==> src/rtl/output_port_uart_tx.sv <==
// Buffers CPU output words in a small FIFO and shifts them out as 8N1 serial
// frames, least-significant byte first.
module output_port_uart_tx #(
  parameter int DataWidth     = 16,
  parameter int FifoDepthLog2 = 2,
  parameter int ClksPerBit    = 16
) (
  input  logic                   Clk,
  input  logic                   Reset,
  input  logic                   Out_Ld,
  input  logic [DataWidth-1:0]   DIn,
  output logic                   Tx,
  output logic                   Busy,
  output logic                   Empty,
  output logic                   Full,
  output logic [FifoDepthLog2:0] Count,
  output logic                   Overflow
);

  localparam int Depth    = 1 << FifoDepthLog2;
  localparam int NumBytes = DataWidth / 8;
  localparam int TimerW   = $clog2(ClksPerBit);
  localparam int ByteW    = (NumBytes > 1) ? $clog2(NumBytes) : 1;

  localparam logic [TimerW-1:0]      TimerLoad = TimerW'(ClksPerBit - 1);
  localparam logic [ByteW-1:0]       LastByte  = ByteW'(NumBytes - 1);
  localparam logic [FifoDepthLog2:0] DepthCnt  = (FifoDepthLog2 + 1)'(Depth);

  if ((DataWidth % 8) != 0 || DataWidth < 8) begin : g_bad_width
    $error("DataWidth must be a nonzero multiple of 8");
  end
  if (ClksPerBit < 2) begin : g_bad_clks
    $error("ClksPerBit must be at least 2");
  end

  typedef enum logic [1:0] {IDLE, START, DATA, STOP} state_t;

  logic [DataWidth-1:0]     mem_q [Depth];
  logic [FifoDepthLog2-1:0] wptr_q, rptr_q;
  logic [FifoDepthLog2:0]   count_q, count_d;
  logic                     empty_q, full_q, ovf_q;
  logic                     push, pop, drop;

  state_t                   state_q, state_d;
  logic [TimerW-1:0]        timer_q, timer_d;
  logic [2:0]               bit_q, bit_d;
  logic [ByteW-1:0]         byte_q, byte_d;
  logic [DataWidth-1:0]     shreg_q, shreg_d;
  logic                     tx_q, tx_d;
  logic                     busy_q;

  // A full FIFO still accepts a push on the edge the transmitter pops.
  always_comb begin
    pop     = (state_q == IDLE) && !empty_q;
    push    = Out_Ld && (!full_q || pop);
    drop    = Out_Ld && full_q && !pop;
    count_d = count_q;
    if (push && !pop)
      count_d = count_q + 1'b1;
    else if (pop && !push)
      count_d = count_q - 1'b1;
  end

  always_ff @(posedge Clk) begin
    if (push)
      mem_q[wptr_q] <= DIn;
  end

  always_ff @(posedge Clk or posedge Reset) begin
    if (Reset) begin
      wptr_q  <= '0;
      rptr_q  <= '0;
      count_q <= '0;
      empty_q <= 1'b1;
      full_q  <= 1'b0;
      ovf_q   <= 1'b0;
    end else begin
      if (push) wptr_q <= wptr_q + 1'b1;
      if (pop)  rptr_q <= rptr_q + 1'b1;
      if (drop) ovf_q  <= 1'b1;
      count_q <= count_d;
      empty_q <= (count_d == '0);
      full_q  <= (count_d == DepthCnt);
    end
  end

  // Tx is computed for the state being entered so the line is a plain flop.
  always_comb begin
    state_d = state_q;
    timer_d = timer_q;
    bit_d   = bit_q;
    byte_d  = byte_q;
    shreg_d = shreg_q;
    tx_d    = tx_q;
    case (state_q)
      IDLE: begin
        tx_d = 1'b1;
        if (pop) begin
          state_d = START;
          shreg_d = mem_q[rptr_q];
          byte_d  = '0;
          timer_d = TimerLoad;
          tx_d    = 1'b0;
        end
      end
      START: begin
        if (timer_q == '0) begin
          state_d = DATA;
          bit_d   = 3'd0;
          timer_d = TimerLoad;
          tx_d    = shreg_q[0];
        end else begin
          timer_d = timer_q - 1'b1;
        end
      end
      DATA: begin
        if (timer_q == '0) begin
          timer_d = TimerLoad;
          shreg_d = shreg_q >> 1;
          if (bit_q == 3'd7) begin
            state_d = STOP;
            tx_d    = 1'b1;
          end else begin
            bit_d = bit_q + 1'b1;
            tx_d  = shreg_q[1];
          end
        end else begin
          timer_d = timer_q - 1'b1;
        end
      end
      STOP: begin
        if (timer_q == '0) begin
          if (byte_q != LastByte) begin
            state_d = START;
            byte_d  = byte_q + 1'b1;
            timer_d = TimerLoad;
            tx_d    = 1'b0;
          end else begin
            state_d = IDLE;
            tx_d    = 1'b1;
          end
        end else begin
          timer_d = timer_q - 1'b1;
        end
      end
      default: begin
        state_d = IDLE;
        tx_d    = 1'b1;
      end
    endcase
  end

  always_ff @(posedge Clk or posedge Reset) begin
    if (Reset) begin
      state_q <= IDLE;
      timer_q <= '0;
      bit_q   <= '0;
      byte_q  <= '0;
      shreg_q <= '0;
      tx_q    <= 1'b1;
      busy_q  <= 1'b0;
    end else begin
      state_q <= state_d;
      timer_q <= timer_d;
      bit_q   <= bit_d;
      byte_q  <= byte_d;
      shreg_q <= shreg_d;
      tx_q    <= tx_d;
      busy_q  <= (state_d != IDLE);
    end
  end

  assign Tx       = tx_q;
  assign Busy     = busy_q;
  assign Empty    = empty_q;
  assign Full     = full_q;
  assign Count    = count_q;
  assign Overflow = ovf_q;

endmodule
==> config.mk <==
export PLATFORM = sky130hd
export DESIGN_NAME = output_port_uart_tx
export DESIGN_NICKNAME = d
export VERILOG_FILES = /design/src/rtl/output_port_uart_tx.sv
export SDC_FILE = /design/constraint.sdc
export NUM_CORES = 1
export LEC_CHECK = 0
export CORE_MARGIN = 4
export CORE_UTILIZATION = 30
export DETAILED_ROUTE_END_ITERATION = 7
export GPL_TIMING_DRIVEN = 0
export SYNTH_ARGS = -nofsm -noshare
export SYNTH_HDL_FRONTEND = slang
export SYNTH_SLANG_ARGS = --single-unit
==> constraint.sdc <==
create_clock -name Clk -period 3.9 [get_ports Clk]
set_clock_uncertainty 0.15 [all_clocks]
set_input_delay 0.585 -clock Clk [delete_from_list [all_inputs] [get_ports Clk]]
set_output_delay 0.585 -clock Clk [all_outputs]
set_load 0.005 [all_outputs]
==> qor.tcl, run 1 <==
set qor(final_global_route_overflow_total) 0
set qor(slew_worst_pin_ns) 0.9218
set qor(cts_root_buffer) {sky130_fd_sc_hd__clkbuf_16}
set qor(timing.critical_path.slowest_stage_cell) {sky130_fd_sc_hd__and2_1}
set qor(timing.critical_path.cells) {or3_1 > buf_6 > a21boi_2 > and2_1}
set qor(wirelength_microns) 8699
set qor(drive_above_1_share_pct) 16.71
set qor(final-max-slew-violation-count) 0
set qor(area_grow_syn2layout_pct) 18.15
set qor(place_inst) 523
set qor(r2r_endpoint) {mem_q[2][8]}
set qor(setup_failing_eps_final) 0
set qor(clock_tree_from_tritoncts) {built}
set qor(type_of_the_worst_min_delay_path) {reg -> reg}
set qor(final_core_util_pct) 36.80
set qor(worst_hold_endpoint) {Overflow}
set qor(synth_enable_flop_cells) 64
set qor(postSynthAreaPerCell_sq_um) 13.85
set qor(port_buffers) 26
set qor(grt_antenna_before_repair) 0
set qor(finalCritPeriodShare_pct) 64.97
set qor(critical_path_required_ns) 3.73
set qor(status) {finished clean}
set qor(vdd_ir_drop_max_mv) 0.3533
set qor(top_level_ports) 27
set qor(postSynth.topFlopCell) {sky130_fd_sc_hd__edfxtp_1}
set qor(power_spent_charging_and_discharging_nets_mw) 1.319
set qor(timing.reg2reg.setup_slack_ns) 1.37
set qor(antenna_violating_nets_post_route) 0
set qor(route.detailed.vias_per_inst) 4.855
set qor(drtPass1Iterations) 4
set qor(num_rows) 43
set qor(pin_count_of_the_biggest_net_entering_global_routing) 39
set qor(critical_path.endpoint_type) {flip-flop}
set qor(postSynthRegisterBits) 102
set qor(filler_instances) 1374
set qor(leak_pwr_nw) 1.869
set qor(crit_arrival_ns) 2.36
set qor(synth.top_cells.by_area) {sky130_fd_sc_hd__edfxtp_1 (44%), sky130_fd_sc_hd__dfrtp_1 (21%), sky130_fd_sc_hd__mux2_2 (3.8%), sky130_fd_sc_hd__mux2i_1 (3.2%), sky130_fd_sc_hd__a221oi_1 (2.8%)}
set qor(postSynthCellCount) 317
set qor(critPathLaunchType) {flip-flop}
set qor(min_path_cells) 1
set qor(cpPeakStageDelay_ns) 0.78
set qor(detailroute.via_count) 2617
set qor(timing.fmax_mhz) 394.7
set qor(slew-limit-headroom_pct) 38.55
set qor(grt_pass1_vias) 2770
set qor(wire_length_of_the_first_global_routing_pass_microns) 14410
set qor(ys_seq_area_share_pct) 65.49
set qor(die_area_sq_um) 16630
set qor(fp.coreArea_sq_um) 14100
set qor(gpl.final_weighted_congestion) 0.7747
set qor(cts.path.max_buffers) 2
set qor(setup_total_negative_slack_ns) 0
set qor(grt_setup_unrepaired) {no}
set qor(min_from) {Overflow}
set qor(yosysTopAreaCellShare_pct) 43.77
set qor(final-hold-violation-count) 0
set qor(hpwlAfterDp_microns) 5776
set qor(layoutNonFillerInstCount) 539
set qor(n_antenna_cell) 0
set qor(p_int_mw) 2.588
set qor(initialDrtViolationCount) 175
set qor(cp_top_family) {simple AND/OR/NAND/NOR gates}
set qor(worst_r2r_startpoint) {Empty}
set qor(synth-warning-count) 0
set qor(dieHeight_microns) 129.0
set qor(criticalPathCategory) {reg -> reg}
set qor(power.share.clock_pct) 23.7
set qor(min_period_ns) 2.534
set qor(switching_share_pct) 33.76
set qor(gr-usage-all-layers_pct) 11.33
set qor(worst_skew_pair.late_latency_ns) 0.35
set qor(cts.repair.resized) 0
set qor(power.combinational.fraction_pct) 34.6
set qor(wl_per_cell_microns) 16.14
set qor(initial_cell_density_of_the_core_pct) 31.15
set qor(rr_worst_depth) 4
set qor(crit_path_max_fanout) 16
set qor(syn-cell-area_sq_um) 4390
set qor(clk_pin_slew_worst_paths_ns) 0.07
set qor(cts.hold.buffers_added) 0
set qor(p_per_area_nw_per_um2) 753.2
set qor(synth_top_cell_by_area) {sky130_fd_sc_hd__edfxtp_1}
set qor(yosysUniqueCellTypes) 49
set qor(synthArstFlopShare_pct) 37.25
set qor(tritoncts.num_buffers) 9
set qor(drc_errors) 0
set qor(postSynthNetCount) 345
set qor(drv.max_cap_violation_count) 0
set qor(p_seq_share_pct) 41.7
set qor(cts_num_sinks) 102
set qor(postCtsSetupRepairBufs) 0
set qor(finish.net_count) 382
set qor(timing.critical_path.buf_inv) 1
set qor(dieWidth_microns) 129.0
set qor(clock_tree.htree_level_count) 3
power by group through the flow:
stage	clock network, mW	registers [mW]	logic (mW)
floorplan	0	1.61	1.00
global placement	0	1.64	1.33
detailed placement	0	1.65	1.37
CTS	0.963	1.63	1.37
global route	1.00	1.67	1.52
finish	0.926	1.63	1.35
layout make-up:
class,count,area (sq um),area share [%]
Sequential cell,102,2875,55.43
Multi-Input combinational cell,188,1388,26.75
Timing Repair Buffer,26,260.3,5.017
Clock buffer,9,225.2,4.342
Tap cell,180,225.2,4.342
Buffer,18,93.84,1.809
Clock inverter,7,86.33,1.664
Inverter,9,33.78,0.6512
how the worst max path moves through the flow:
stage / from / cells past startpoint / to
finish: Empty / 4 / mem_q[2][8]
global route: Empty / 4 / mem_q[0][7]
CTS: Empty / 4 / mem_q[0][7]
detailed placement: Out_Ld / 3 / mem_q[2][9]
global placement: Out_Ld / 3 / mem_q[2][13]
floorplan: Empty / 4 / mem_q[0][0]
sequential cells by signal (all words and copies together) (netlist names), 2 cells and up:
signal and cells:
mem_q 64, shreg_q 16, timer_q 4, Count 3
bit_q 3, rptr_q 2, state_q 2, wptr_q 2
per-layer routing:
metal  vias to the layer above  wire length (microns)  GRT usage, %
li1                       1268                      -             -
met1                      1299                   3955         13.66
met2                        37                   4305         19.33
met3                        13                    305         3.528
met4                         0                    132         3.706
met5                         -                      0             0
logic make-up (layout without fill, tap and decap cells):
logic type	count (synthesis)	after routing	share of synthesized area (%)
AOI/OAI and AO/OA	67	67	10.43
buffers and inverters	27	69	2.907
adders and majority gates	9	9	2.565
and+or+nand+nor	72	72	8.749
xor gates and xnor gates	9	9	1.795
DFF	102	102	65.49
muxes	31	31	8.065
placed cells by master (no fill, tap or decap), types with 3 or more instances in the layout:
| master | Yosys | routed |
|---|---|---|
| sky130_fd_sc_hd__nor2b_1 | 4 | 4 |
| sky130_fd_sc_hd__dfrtp_1 | 36 | 36 |
| sky130_fd_sc_hd__a21oi_1 | 20 | 20 |
| sky130_fd_sc_hd__xnor2_1 | 7 | 7 |
| sky130_fd_sc_hd__clkbuf_16 | 0 | 9 |
| sky130_fd_sc_hd__nor3_1 | 18 | 18 |
| sky130_fd_sc_hd__clkbuf_1 | 4 | 4 |
| sky130_fd_sc_hd__nand2_1 | 10 | 10 |
| sky130_fd_sc_hd__edfxtp_1 | 64 | 64 |
| sky130_fd_sc_hd__mux2i_1 | 14 | 14 |
| sky130_fd_sc_hd__clkdlybuf4s50_1 | 0 | 26 |
| sky130_fd_sc_hd__ha_1 | 9 | 9 |
| sky130_fd_sc_hd__a22oi_1 | 3 | 3 |
| sky130_fd_sc_hd__buf_2 | 9 | 9 |
| sky130_fd_sc_hd__a221oi_1 | 14 | 14 |
| sky130_fd_sc_hd__nor2_1 | 19 | 19 |
| sky130_fd_sc_hd__o21ai_0 | 17 | 17 |
| sky130_fd_sc_hd__and2_1 | 4 | 4 |
| sky130_fd_sc_hd__mux2_2 | 15 | 15 |
| sky130_fd_sc_hd__inv_1 | 9 | 8 |
synth_stat cells (2+ instances only):
library cell	count
sky130_fd_sc_hd__buf_1	2
sky130_fd_sc_hd__nand3_1	2
sky130_fd_sc_hd__buf_4	2
sky130_fd_sc_hd__nand2_1	10
sky130_fd_sc_hd__nand4_1	2
sky130_fd_sc_hd__buf_2	9
sky130_fd_sc_hd__ha_1	9
sky130_fd_sc_hd__nor2_1	19
sky130_fd_sc_hd__xor2_1	2
sky130_fd_sc_hd__edfxtp_1	64
sky130_fd_sc_hd__nor3_1	18
sky130_fd_sc_hd__and2_1	4
sky130_fd_sc_hd__dfrtp_1	36
sky130_fd_sc_hd__nand2b_1	2
sky130_fd_sc_hd__mux2i_1	14
sky130_fd_sc_hd__o21ai_0	17
sky130_fd_sc_hd__mux4_2	2
sky130_fd_sc_hd__mux2_2	15
sky130_fd_sc_hd__a221oi_1	14
sky130_fd_sc_hd__a21oi_1	20
sky130_fd_sc_hd__clkbuf_1	4
sky130_fd_sc_hd__dfstp_2	2
sky130_fd_sc_hd__nor2b_1	4
sky130_fd_sc_hd__o211ai_2	2
sky130_fd_sc_hd__inv_1	9
sky130_fd_sc_hd__a22oi_1	3
sky130_fd_sc_hd__xnor2_1	7
sky130_fd_sc_hd__nand3b_1	2
metrics by stage:
stage,hold slack (ns),area [sq um],setup slack (ns),total power [mW]
global placement,0.3027,4876,1.085,2.973
detailed placement,0.3116,4876,1.023,3.023
CTS,0.3230,5187,1.292,3.971
global route,0.3567,5187,1.179,4.193
finish,0.3180,5187,1.366,3.907
floorplan,0.3163,4390,1.770,2.612
Note: power is estimated with default switching activity, not from simulation.
==> run 2, diff against run 1 <==
==> constraint.sdc (replaced) <==
create_clock -name Clk -period 2.3 [get_ports Clk]
set_clock_uncertainty 0.15 [all_clocks]
set_input_delay 0.345 -clock Clk [delete_from_list [all_inputs] [get_ports Clk]]
set_output_delay 0.345 -clock Clk [all_outputs]
set_load 0.005 [all_outputs]
==> run 2 against run 1 <==
Net effect: sequential share of layout area is 0.053 points lower; core utilization hardly changed; highest routed layer unchanged; wire length stayed put; combinational power is 70% higher; non-clock buffer count stayed put; register-to-register slack worse by 1.3 ns; critical path depth stayed put; design area hardly changed.
==> qor.tcl, run 2 (same netlist as run 1, synthesis figures left out) <==
set qor(status) {finished clean} ;# unchanged
set qor(criticalPathCategory) {reg -> reg} ;# unchanged
set qor(critical_path_required_ns) 2.14 ;# was 3.73 ns
set qor(route.detailed.vias_per_inst) 4.855 ;# unchanged
set qor(final-hold-violation-count) 0 ;# unchanged
set qor(detailroute.via_count) 2617 ;# unchanged
set qor(layout.area.seq_sq_um) 2875 ;# unchanged
set qor(n_antenna_cell) 0 ;# unchanged
set qor(timing.reg2reg.setup_slack_ns) 0.05 ;# was 1.37 ns
set qor(wirelength_microns) 8699 ;# unchanged
set qor(final_global_route_overflow_total) 0 ;# unchanged
set qor(crit_path_max_fanout) 16 ;# unchanged
set qor(place_area_sq_um) 4876 ;# unchanged
set qor(fp.coreArea_sq_um) 14100 ;# unchanged
set qor(finalInstanceArea_sq_um) 5192 ;# was 5187 sq um
set qor(least_setup_slack_across_all_paths_after_layout_ns) 0.05373 ;# was 1.366 ns
set qor(critPathLaunchType) {flip-flop} ;# unchanged
set qor(crit_arrival_ns) 2.09 ;# was 2.36 ns
set qor(met1Wirelength_microns) 3955 ;# unchanged
set qor(worst_hold_endpoint) {Overflow} ;# unchanged
set qor(grt_antenna_before_repair) 0 ;# unchanged
set qor(slew-limit-headroom_pct) 43.71 ;# was 38.55%
set qor(clock_tree_from_tritoncts) {built} ;# unchanged
set qor(met2_wirelength_microns) 4305 ;# unchanged
set qor(postCtsSetupRepairBufs) 0 ;# unchanged
set qor(gr-usage-all-layers_pct) 11.33 ;# unchanged
set qor(timing.fmax_mhz) 445.2 ;# was 394.7 MHz
set qor(antenna_violating_nets_post_route) 0 ;# unchanged
set qor(p_per_area_nw_per_um2) 1276 ;# was 753.2 nW/um^2
set qor(worst_skew_pair.late_latency_ns) 0.35 ;# about the same
set qor(final_common_cell) {sky130_fd_sc_hd__edfxtp_1} ;# unchanged
set qor(drtPass1Iterations) 4 ;# unchanged
set qor(dieWidth_microns) 129.0 ;# unchanged
set qor(setup_total_negative_slack_ns) 0 ;# unchanged
set qor(hpwlAfterDp_microns) 5776 ;# unchanged
set qor(clk_pin_slew_worst_paths_ns) 0.07 ;# about the same
set qor(min_from) {Overflow} ;# unchanged
set qor(dieHeight_microns) 129.0 ;# unchanged
set qor(cts_num_sinks) 102 ;# unchanged
set qor(top_level_ports) 27 ;# unchanged
set qor(wire_length_of_the_first_global_routing_pass_microns) 14410 ;# unchanged
set qor(grt_setup_unrepaired) {yes} ;# was no
set qor(final-max-slew-violation-count) 0 ;# unchanged
set qor(initial_cell_density_of_the_core_pct) 31.15 ;# unchanged
set qor(setup_failing_eps_final) 0 ;# unchanged
set qor(type_of_the_worst_min_delay_path) {reg -> reg} ;# unchanged
set qor(grt_pass1_vias) 2770 ;# unchanged
set qor(largest_registers) {mem_q (64), shreg_q (16), timer_q (4)} ;# unchanged
set qor(largest_register_ff_count) 64 ;# unchanged
set qor(maxUsedRoutingLayer) {met4} ;# unchanged
set qor(min_period_ns) 2.246 ;# was 2.534 ns
set qor(worstSetupStartpoint) {Empty} ;# unchanged
set qor(final_core_util_pct) 36.84 ;# was 36.80%
set qor(initialDrtViolationCount) 175 ;# unchanged
set qor(wl_per_cell_microns) 16.14 ;# unchanged
set qor(multi_input_comb_area_sq_um) 1393 ;# was 1388 sq um
set qor(port_buffers) 26 ;# unchanged
set qor(critical_path.endpoint_type) {flip-flop} ;# unchanged
set qor(holdWs_ns) 0.3180 ;# unchanged
set qor(cts_root_buffer) {sky130_fd_sc_hd__clkbuf_16} ;# unchanged
set qor(clock_tree.htree_level_count) 3 ;# unchanged
set qor(pin_count_of_the_biggest_net_entering_global_routing) 39 ;# unchanged
set qor(cts.path.max_buffers) 2 ;# unchanged
set qor(top_register) {mem_q} ;# unchanged
set qor(finalCritPeriodShare_pct) 97.66 ;# was 64.97%
set qor(min_path_cells) 1 ;# unchanged
set qor(area_grow_syn2layout_pct) 18.27 ;# was 18.15%
set qor(gpl.final_weighted_congestion) 0.7747 ;# unchanged
set qor(leak_pwr_nw) 1.872 ;# was 1.869 nW
set qor(drive_above_1_share_pct) 17.83 ;# was 16.71%
set qor(place_worst_setup_slack_ns) -0.3371 ;# was 1.023 ns
set qor(finish.net_count) 382 ;# unchanged
set qor(filler_instances) 1378 ;# was 1374
set qor(num_rows) 43 ;# unchanged
set qor(slew_worst_pin_ns) 0.8432 ;# was 0.9218 ns
set qor(wl_met3_microns) 305 ;# unchanged
set qor(die_area_sq_um) 16630 ;# unchanged
set qor(most-common-layout-cells) {sky130_fd_sc_hd__edfxtp_1 (64), sky130_fd_sc_hd__dfrtp_1 (36), sky130_fd_sc_hd__clkdlybuf4s50_1 (26), sky130_fd_sc_hd__a21oi_1 (20), sky130_fd_sc_hd__nor2_1 (19)} ;# unchanged
set qor(worst_r2r_startpoint) {Empty} ;# unchanged
set qor(rr_worst_depth) 4 ;# unchanged
set qor(tritoncts.num_buffers) 9 ;# unchanged
set qor(vdd_ir_drop_max_mv) 0.5987 ;# was 0.3533 mV
set qor(drc_errors) 0 ;# unchanged
set qor(r2r_endpoint) {mem_q[2][8]} ;# unchanged
set qor(drv.max_cap_violation_count) 0 ;# unchanged
-- run 2: changes by cell type in the layout (fill, tap and decap cells not counted) --
cell	delta
sky130_fd_sc_hd__and2_1	-4
sky130_fd_sc_hd__and2_2	+4
-- run 2: per-stage QoR --
step,std cells,total power [mW]
after CTS,539,6.734
after floorplan,317,4.429
after global placement,523,5.041
after global routing,539,7.111
final,539,6.627
after detailed placement,523,5.126
-- run 2: final cells by class --
type	count	area share [%]
plain buffers	18	1.807
clock buffers	9	4.337
clock inverters	7	1.663
inverters	9	0.6506
multi-input cells	188	26.82
flip-flops and latches	102	55.37
well taps	180	4.337
repair buffers	26	5.012
-- run 2: metal layers --
| layer | vias to the layer above | track usage, % |
|---|---|---|
| met1 | 1299 | 13.66 |
| met2 | 37 | 19.33 |
| li1 | 1268 | - |
| met5 | - | 0 |
| met4 | 0 | 3.706 |
| met3 | 13 | 3.528 |
-- run 2: how the worst max path moves through the flow --
| stage | endpoint | slack [ns] |
|---|---|---|
| after detailed placement | mem_q[2][9] | -0.34 |
| after CTS | mem_q[0][7] | 0.004 |
| after global placement | mem_q[2][13] | -0.28 |
| after global routing | mem_q[0][7] | -0.10 |
| final | mem_q[2][8] | 0.05 |
| after floorplan | mem_q[0][0] | 0.17 |
-- run 2: power breakdown --
part | internal [mW] | switching (mW)
sequential | 2.50 | 0.264
combinational | 1.03 | 1.27
clock | 0.866 | 0.704
total | 4.39 | 2.24
-- run 2: critical path, cell delays in order, from the launching register on --
cell and delay (ns):
sky130_fd_sc_hd__dfstp_2 0.41, sky130_fd_sc_hd__or3_1 0.39, sky130_fd_sc_hd__buf_6 0.15, sky130_fd_sc_hd__a21boi_2 0.26, sky130_fd_sc_hd__and2_2 0.51
-- run 2: timing repair --
item                       CTS  global route
pin swaps                    0             0
setup endpoints to repair   64            64
gates resized for setup      4             0
hold buffers                 0             0
cloned                       0             0
